## config.mk

```make
export PLATFORM = sky130hd
export DESIGN_NAME = pc_trace_monitor
export DESIGN_NICKNAME = d
export VERILOG_FILES = /design/src/rtl/pc_trace_monitor.sv
export SDC_FILE = /design/constraint.sdc
export NUM_CORES = 1
export LEC_CHECK = 0
export CAP_MARGIN = 10
export CORE_MARGIN = 2
export CORE_UTILIZATION = 61
export CTS_CLUSTER_SIZE = 20
export DETAILED_ROUTE_END_ITERATION = 7
export PLACE_DENSITY = 0.76
export SLEW_MARGIN = 0
export SYNTH_ARGS = -nofsm -noshare
export SYNTH_HDL_FRONTEND = slang
export SYNTH_SLANG_ARGS = --single-unit
```

## constraint.sdc

```tcl
create_clock -name clock -period 5.9 [get_ports clock]
set_input_delay 0.885 -clock clock [delete_from_list [all_inputs] [get_ports clock]]
set_output_delay 0.885 -clock clock [all_outputs]
set_load 0.005 [all_outputs]
```

## src/rtl/pc_trace_monitor.sv

```systemverilog
// Run monitor for the single-cycle MIPS core.
// Samples the core PC on enabled cycles and counts those cycles. It keeps a
// circular history of the most recent distinct PCs and freezes once the PC
// stops moving (HALT) or the cycle budget runs out (TIMEOUT), so the trace
// can be read back afterwards.
module pc_trace_monitor #(
    parameter int PC_WIDTH    = 32,
    parameter int DEPTH       = 16,
    parameter int CNT_WIDTH   = 8,
    parameter int MAX_CYCLES  = 64,
    parameter int STALL_LIMIT = 4
) (
    input  logic                       clock,
    input  logic                       reset,
    input  logic                       clear,
    input  logic                       enable,
    input  logic [PC_WIDTH-1:0]        pc,
    input  logic [$clog2(DEPTH)-1:0]   rd_idx,
    output logic [PC_WIDTH-1:0]        rd_pc,
    output logic [CNT_WIDTH-1:0]       cycle_count,
    output logic [$clog2(DEPTH):0]     trace_count,
    output logic [1:0]                 state,
    output logic                       done
);

    localparam int AW = $clog2(DEPTH);
    localparam int SW = $clog2(STALL_LIMIT + 1);

    localparam logic [CNT_WIDTH-1:0] CYCLE_LIMIT = CNT_WIDTH'(MAX_CYCLES);
    localparam logic [CNT_WIDTH-1:0] CYCLE_ONE   = CNT_WIDTH'(1);
    localparam logic [SW-1:0]        STALL_MAX   = SW'(STALL_LIMIT);
    localparam logic [SW-1:0]        STALL_ONE   = SW'(1);
    localparam logic [AW:0]          TRACE_FULL  = (AW + 1)'(DEPTH);
    localparam logic [AW:0]          TRACE_ONE   = (AW + 1)'(1);
    localparam logic [AW-1:0]        PTR_ONE     = AW'(1);

    typedef enum logic [1:0] {
        IDLE    = 2'd0,
        RUN     = 2'd1,
        HALT    = 2'd2,
        TIMEOUT = 2'd3
    } state_e;

    state_e                 state_q;
    logic                   done_q;
    logic [CNT_WIDTH-1:0]   cycleCount_q, cycleCount_d;
    logic [SW-1:0]          stallCount_q, stallCount_d;
    logic [AW:0]            traceCount_q, traceCount_d;
    logic [AW-1:0]          wrPtr_q, wrPtr_d;
    logic [PC_WIDTH-1:0]    lastPc_q, lastPc_d;
    logic [PC_WIDTH-1:0]    rdPc_q;
    logic [PC_WIDTH-1:0]    traceMem_q [DEPTH];

    logic                   sampleActive;
    logic                   wrEn;
    logic                   haltHit;
    logic                   timeoutHit;
    logic [AW-1:0]          rdAddr;
    logic                   rdValid;

    // Next values of the sampling datapath; only IDLE and RUN accept samples
    // and clear suppresses sampling entirely.
    always_comb begin
        cycleCount_d = cycleCount_q;
        stallCount_d = stallCount_q;
        traceCount_d = traceCount_q;
        wrPtr_d      = wrPtr_q;
        lastPc_d     = lastPc_q;
        wrEn         = 1'b0;
        sampleActive = enable && !clear && ((state_q == IDLE) || (state_q == RUN));

        if (sampleActive) begin
            if (state_q == IDLE) begin
                wrEn         = 1'b1;
                wrPtr_d      = wrPtr_q + PTR_ONE;
                traceCount_d = TRACE_ONE;
                lastPc_d     = pc;
                cycleCount_d = CYCLE_ONE;
                stallCount_d = '0;
            end else begin
                cycleCount_d = cycleCount_q + CYCLE_ONE;
                if (pc != lastPc_q) begin
                    wrEn         = 1'b1;
                    wrPtr_d      = wrPtr_q + PTR_ONE;
                    traceCount_d = (traceCount_q == TRACE_FULL) ? TRACE_FULL
                                                                : traceCount_q + TRACE_ONE;
                    lastPc_d     = pc;
                    stallCount_d = '0;
                end else begin
                    stallCount_d = stallCount_q + STALL_ONE;
                end
            end
        end

        haltHit    = sampleActive && (stallCount_d == STALL_MAX);
        timeoutHit = sampleActive && (cycleCount_d == CYCLE_LIMIT);
    end

    // Read address is taken relative to the pre-edge write pointer, so a read
    // coinciding with a write still sees the previous newest entry.
    always_comb begin
        rdAddr  = wrPtr_q - PTR_ONE - rd_idx;
        rdValid = ({1'b0, rd_idx} < traceCount_q);
    end

    // Trace storage has no reset; stale entries are masked by trace_count.
    always_ff @(posedge clock) begin
        if (wrEn) begin
            traceMem_q[wrPtr_q] <= pc;
        end
    end

    // Control FSM with counters, registered done flag and registered read port.
    always_ff @(posedge clock or negedge reset) begin
        if (!reset) begin
            state_q      <= IDLE;
            done_q       <= 1'b0;
            cycleCount_q <= '0;
            stallCount_q <= '0;
            traceCount_q <= '0;
            wrPtr_q      <= '0;
            lastPc_q     <= '0;
            rdPc_q       <= '0;
        end else if (clear) begin
            state_q      <= IDLE;
            done_q       <= 1'b0;
            cycleCount_q <= '0;
            stallCount_q <= '0;
            traceCount_q <= '0;
            wrPtr_q      <= '0;
            lastPc_q     <= '0;
            rdPc_q       <= '0;
        end else begin
            cycleCount_q <= cycleCount_d;
            stallCount_q <= stallCount_d;
            traceCount_q <= traceCount_d;
            wrPtr_q      <= wrPtr_d;
            lastPc_q     <= lastPc_d;
            rdPc_q       <= rdValid ? traceMem_q[rdAddr] : '0;

            case (state_q)
                IDLE, RUN: begin
                    if (sampleActive) begin
                        if (haltHit) begin
                            state_q <= HALT;
                            done_q  <= 1'b1;
                        end else if (timeoutHit) begin
                            state_q <= TIMEOUT;
                            done_q  <= 1'b1;
                        end else begin
                            state_q <= RUN;
                        end
                    end
                end
                default: begin
                    state_q <= state_q;
                    done_q  <= done_q;
                end
            endcase
        end
    end

    assign rd_pc       = rdPc_q;
    assign cycle_count = cycleCount_q;
    assign trace_count = traceCount_q;
    assign state       = state_q;
    assign done        = done_q;

endmodule

```

Word-level counts from Yosys, hierarchy flattened

Memory sizes are Yosys's and may differ from the RTL's.
Index checks and enable logic that the tools add are counted.

Word-level logic and storage cells: 73
Input bits: 40
Bits in writable memories: 512
Output and inout port bits: 48
Register bits: 87
Memories: 1

$add $sub $neg: 6
Equality and inequality tests: 5
Mux-type cells: 37
Reductions and logical operators: 15
Magnitude comparators: 1

Memories:

| name       | depth | bits a word | rd ports | clocked after Yosys merged registers in | wr ports | RTL line | source |
|---|---|---|---|---|---|---|---|
| traceMem_q | 16    | 32          | 1        | 0                                       | 1        | 52       | `logic [PC_WIDTH-1:0] traceMem_q [DEPTH];` |

Operators with widths:

| kind                                                 | number |
|---|---|
| 2-to-1 mux 32 bit                                    | 6 |
| inequality test 32 bit                               | 1 |
| 2-to-1 mux 5 bit                                     | 5 |
| 2-to-1 mux 8 bit                                     | 3 |
| 2-to-1 mux 4 bit                                     | 4 |
| 2-to-1 mux 3 bit                                     | 4 |
| 2-to-1 mux 1 bit                                     | 10 |
| 2-to-1 mux 2 bit                                     | 5 |
| adder 8 x 1 -> 8 bit (second input constant)         | 1 |
| equality test 8 x 7 -> 1 bit (second input constant) | 1 |
| nonzero test 3 bit                                   | 2 |
| adder 5 x 1 -> 5 bit (second input constant)         | 1 |
| equality test 5 bit (second input constant)          | 1 |
| < comparator 4 x 5 -> 1 bit                          | 1 |
| adder 4 x 1 -> 4 bit (second input constant)         | 1 |
| logical AND 1 bit                                    | 4 |
| AND reduction 2 bit                                  | 2 |
| nonzero test 2 bit                                   | 2 |
| subtractor 4 x 1 -> 4 bit (second input constant)    | 1 |
| subtractor 4 bit                                     | 1 |
| adder 3 x 1 -> 3 bit (second input constant)         | 1 |
| equality test 3 bit (second input constant)          | 1 |
| AND reduction 3 bit                                  | 1 |
| equality test 2 x 1 -> 1 bit (second input constant) | 1 |
| other kinds (4)                                      | 4 |

Depth between registers and ports, before layout

Depth in word-level cells: 11
Mapped depth: 9
Gate-level depth less buffers: 8

Least setup slack after synthesis

OpenSTA, ideal clock, no wires.

Kind: input-to-reg
Start point: input port clear
End point: memory traceMem_q[2][0] (enable)
Path slack: 0.421 ns
Required time: 5.398 ns
Setup time: 0.502 ns
Data arrival time: 4.977 ns
Stages on the path: 6
Cell sequence: nor2_1 and2_1 clkbuf_1 o31a_1 clkbuf_1 nor4bb_1

Cells in the longest elaborated chain, start to end: 6

Ends and longest elaborated chain:

| what                                   | RTL line | source |
|---|---|---|
| start, declared                        | 15       | `input logic clear,` |
| zero test 1 bit                        | 70       | `sampleActive = enable && !clear && ((state_q == IDLE) \|\| (state_q == RUN));` |
| logical AND 1 bit (2 in a row)         | 70       |  |
| 2-to-1 mux 1 bit                       | 72       | `if (sampleActive) begin` |
| 2-to-1 mux 1 bit                       | 108      | `if (wrEn) begin` |
| 2-to-1 mux 1 bit (implied by the code) | 109      | `traceMem_q[wrPtr_q] <= pc;` |
| end, declared                          | 52       |  |

Every way passes these cells.

Worst setup path after layout

Start point: input port pc[13]
End point: memory traceMem_q[9][9] (enable)

Cells in the longest elaborated chain, start to end: 6

Ends and longest elaborated chain:

| what                                   | RTL line | source |
|---|---|---|
| start, declared                        | 17       | `input logic [PC_WIDTH-1:0] pc,` |
| inequality test 32 bit                 | 82       | `if (pc != lastPc_q) begin` |
| 2-to-1 mux 1 bit                       | 82       |  |
| 2-to-1 mux 1 bit                       | 73       | `if (state_q == IDLE) begin` |
| 2-to-1 mux 1 bit                       | 72       |  |
| 2-to-1 mux 1 bit                       | 108      |  |
| 2-to-1 mux 1 bit (implied by the code) | 109      |  |

Every way passes these cells.

==> results by stage <==
Timing:
- Setup repair after global routing left no endpoint under its margin.
- The number of hold violations in the final report was 0.
- The final setup violation count is 0.
- In the finished design, the share of the clock period the worst path needs comes to 63.72%.
- The headroom to the max-slew limit is 24.68%.
- At the pin with the least slew margin, the transition time is 1.130 ns.
- After routing, the total negative slack on setup checks comes to 0 ns.
- The worst setup slack after layout is 2.140 ns.
- The number of slew-limit violations in the final report is 0.
- Derived from the worst setup path, the maximum achievable clock frequency is 266.0 MHz.
- The smallest clock period supported by the final layout is computed as 3.760 ns.
- The post-route clock skew is 0.01340 ns.

Yosys:
- The number of cells produced by synthesis is 1,222.
- The post-synth design cell area is 0.02362 mm².
- The number of library cell types mapped by synthesis is 49.
- The number of warnings issued by yosys is 0.
- In this run, synthesis inferred 512 flip-flops with an integrated enable.
- In the synthesized netlist the dominant register cell turns out to be sky130_fd_sc_hd__edfxtp_1.
- After synthesis, the cell types taking the most area are sky130_fd_sc_hd__edfxtp_1 65%, sky130_fd_sc_hd__mux4_2 12%, sky130_fd_sc_hd__dfrtp_1 9.2%, sky130_fd_sc_hd__a211oi_1 2.0%, sky130_fd_sc_hd__mux2i_1 1.4%.
- The share of the Yosys chip area taken by registers is 74.30%.
- By count the netlist is led by 512 x sky130_fd_sc_hd__edfxtp_1, 128 x sky130_fd_sc_hd__mux4_2, 87 x sky130_fd_sc_hd__dfrtp_1, 84 x sky130_fd_sc_hd__nand2_1, 64 x sky130_fd_sc_hd__a211oi_1.
- The largest area contributor in the netlist is sky130_fd_sc_hd__edfxtp_1.
- The per-instance average area after synthesis is 19.33 µm².
- After synthesis, the share of flip-flops with an asynchronous set or reset is 14.52%.
- The cell with the most instances after synthesis is sky130_fd_sc_hd__edfxtp_1.
- Synthesis inferred 599 register bits.
- The area share of the leading cell type in the synthesized netlist is 65.09%.
- The number of nets in the synthesized netlist is 1,277.

Critical path:
- The worst register-to-register path ends at rd_pc[16]$_DFF_PN0_.
- The cell depth of the worst flop-to-flop path is 7.
- The critical path is of the in -> reg type.
- The worst setup path is captured at a register.
- The startpoint type of the worst setup path is an input pin.
- The critical path goes through clkdlybuf4s50_1 -> xor2_1 -> nor4_1 -> nand3_1 -> o31a_2 -> and4b_2 -> buf_4.
- The worst-case register-to-register setup slack is 2.49 ns.
- The maximum fanout along the worst path is 32.
- The slowest cell on the critical path is sky130_fd_sc_hd__clkdlybuf4s50_1.
- In this run the worst setup path terminates at traceMem_q[9][9]$_DFFE_PP_.
- The largest incremental delay on the critical path is 0.99 ns.
- STA puts the critical path data required time at 6.16 ns.
- The launching element of the worst setup path is pc[13].
- The data arrival time of the worst path is 4.02 ns.
- In this run the critical register-to-register path is launched from wrPtr_q[0]$_DFFE_PN0P_.

Route:
- The total number of vias is 11,988.
- The number of DRC markers in iteration 0 is 1,040.
- The remaining routing DRC violations is 0.
- For this run, the detailed router's first-pass iteration total came to 7.
- The sum of routed wire length over all layers is 49,250 µm.
- The detailed-route wire length per cell is 25.86 µm.
- The ratio of routed vias to standard cells is 6.296.
- The count of nets left with antenna violations once routing finished came out at 0.

Power:
- In this run the static leakage power is 9.135 nW.
- The worst-case IR drop observed on VDD is 0.0002531 V.
- In this run the power density over the cells is 338.6 mW/mm².

Finish:
- Cells with a size suffix above 1 make up 19.77% of the layout.
- The net count of the finished layout is 1,391.
- The number of fillers in the final layout is 2,329.
- The antenna cell count is 0.
- Compared with the post-synthesis result, the final layout area differs by 14.76%.

Clock tree:
- The buffer count from post-CTS setup fixing is 0.
- TritonCTS built the clock tree.
- The post-cts sizing count is 0.
- The worst-skew pair later-pin latency is 0.60 ns.
- CTS built an H-tree with a depth of 2.
- The master cell of the clock root buffer is sky130_fd_sc_hd__clkbuf_16.
- Clock-pin slew was measured on the worst setup and hold paths at 0.06 ns.
- The number of buffers on the longest clock path is 3.
- The number of hold buffers added after CTS is 0.
- The clock sink count is 599.
- The clock buffer count from CTS is 58.

Die:
- The core region is 0.03847 mm².
- The number of ports placed on the die boundary is 88.
- In this run the core area contains 72 standard-cell rows.
- The initial utilization of the core area, before any placement, comes to 61.41%.
- The die covers 0.04031 mm².
- The die is 200.8 µm wide.
- The vertical extent of the die is 200.8 µm.

Global routing:
- The largest net degree at the start of global routing is 97.
- The via count of the first global-routing pass is 12,435.
- The number of antenna violations at the first check in global routing is 1.
- The total congestion overflow after global routing is 0.
- The first global-routing pass estimated 75,290 µm of wire.
- The global-route usage over all layers is 25.22%.

Outcome:
- The run finished with clean final reports.

Worst hold path:
- The min-delay analysis places its worst path in the category in -> async.

Place:
- Buffers placed on the I/O ports in this run total 87.
- At the placement stage, the worst setup path has a slack of 1.540 ns.
- The final weighted congestion in routability-driven placement is 0.8155.
- Detailed placement ended at an HPWL of 26,300 µm.

Job:
- Across the run, the number of max-cap violations was 0.
per-stage QoR:
stage          cell area [µm²]  std cells  utilization (%)  total power, W  hold WS (ns)
3_3_place_gp             25220       1793            65.56        0.005646        0.4941
6_report                 27110       1904            70.47        0.009180        0.2238
2_1_floorplan            23620       1222                -        0.005360        0.4727
4_1_cts                  27080       1903            70.40        0.009229        0.2211
3_5_place_dp             25220       1793            65.56        0.005666        0.4943
5_1_grt                  27110       1904            70.47        0.009469        0.2407
worst min-delay path by stage:
stage	from	slack, ns	end	depth (start not counted)
after CTS	reset	0.22	trace_count[4]$_DFFE_PN0P_	1
after global routing	reset	0.24	trace_count[4]$_DFFE_PN0P_	1
after detailed placement	done$_DFFE_PN0P_	0.49	done$_DFFE_PN0P_	2
final	reset	0.22	trace_count[4]$_DFFE_PN0P_	1
after global placement	stallCount_q[1]$_DFF_PN0_	0.49	stallCount_q[1]$_DFF_PN0_	2
after floorplan	stallCount_q[1]$_DFF_PN0_	0.47	stallCount_q[1]$_DFF_PN0_	2
power breakdown:
part	internal (W)	total [W]	leakage [nW]	switching, W
Clock	0.00208	0.00360	0.910	0.00152
Combinational	0.000422	0.000897	2.44	0.000476
Sequential	0.00466	0.00469	5.79	0.0000269
cell type report:
| cell class | count | area (µm²) | area share (%) |
|---|---|---|---|
| flip-flops and latches | 599 | 17550 | 64.75 |
| multi-input cells | 544 | 5806 | 21.42 |
| clock buffers | 79 | 1604 | 5.917 |
| repair buffers | 122 | 1201 | 4.431 |
| well taps | 518 | 648.1 | 2.391 |
| clock inverters | 31 | 256.5 | 0.9462 |
| inverters | 11 | 41.29 | 0.1523 |
layout by cell type, fill, tap and decap left out, types with 13 or more instances in the layout:
cell                              netlist  routed
sky130_fd_sc_hd__edfxtp_1             512     512
sky130_fd_sc_hd__mux4_2               128     128
sky130_fd_sc_hd__dfrtp_1               87      87
sky130_fd_sc_hd__clkdlybuf4s50_1        0      86
sky130_fd_sc_hd__nand2_1               84      84
sky130_fd_sc_hd__a211oi_1              64      64
sky130_fd_sc_hd__clkbuf_16              0      61
sky130_fd_sc_hd__xor2_1                36      35
sky130_fd_sc_hd__mux2i_1               33      33
sky130_fd_sc_hd__nor2b_1               32      32
sky130_fd_sc_hd__o21ai_0               32      32
sky130_fd_sc_hd__buf_4                 10      31
sky130_fd_sc_hd__nor2_1                18      18
sky130_fd_sc_hd__clkbuf_1              38      17
sky130_fd_sc_hd__ha_1                  14      13
cells by family (layout without fill, tap and decap cells):
family | count (synthesis) | count (layout) | synth area share [%]
muxes | 162 | 162 | 13.65
adders and majority gates | 15 | 15 | 0.8263
AOI/OAI and AO/OA | 129 | 129 | 3.665
and+or+nand+nor | 195 | 195 | 4.333
DFF | 599 | 599 | 74.30
buffers and inverters | 79 | 243 | 1.626
xor gates and xnor gates | 43 | 43 | 1.594
critical path: cells and delay by family:
| kind | cells | cell delay [ns] |
|---|---|---|
| and+or+nand+nor | 3 | 0.94 |
| AOI/OAI and AO/OA | 1 | 0.50 |
| xor gates and xnor gates | 1 | 0.25 |
| buffers and inverters | 2 | 1.43 |
registers in the layout, indices dropped and copies added, names as in the netlist:
register      count
lastPc_q         32
trace_count       5
wrPtr_q           4
state             2
rd_pc            32
traceMem_q      512
cycle_count       8
done              1
stallCount_q      3
metal layers:
metal  part of all wire, %  track usage (%)  vias to the layer above
met5                 0.032                0                        -
li1                      -                -                     5158
met4                   2.0            7.090                        2
met3                   7.0            4.221                       68
met2                    49            39.94                      504
met1                    42            37.28                     6256
Power figures use the tool's default switching activity.
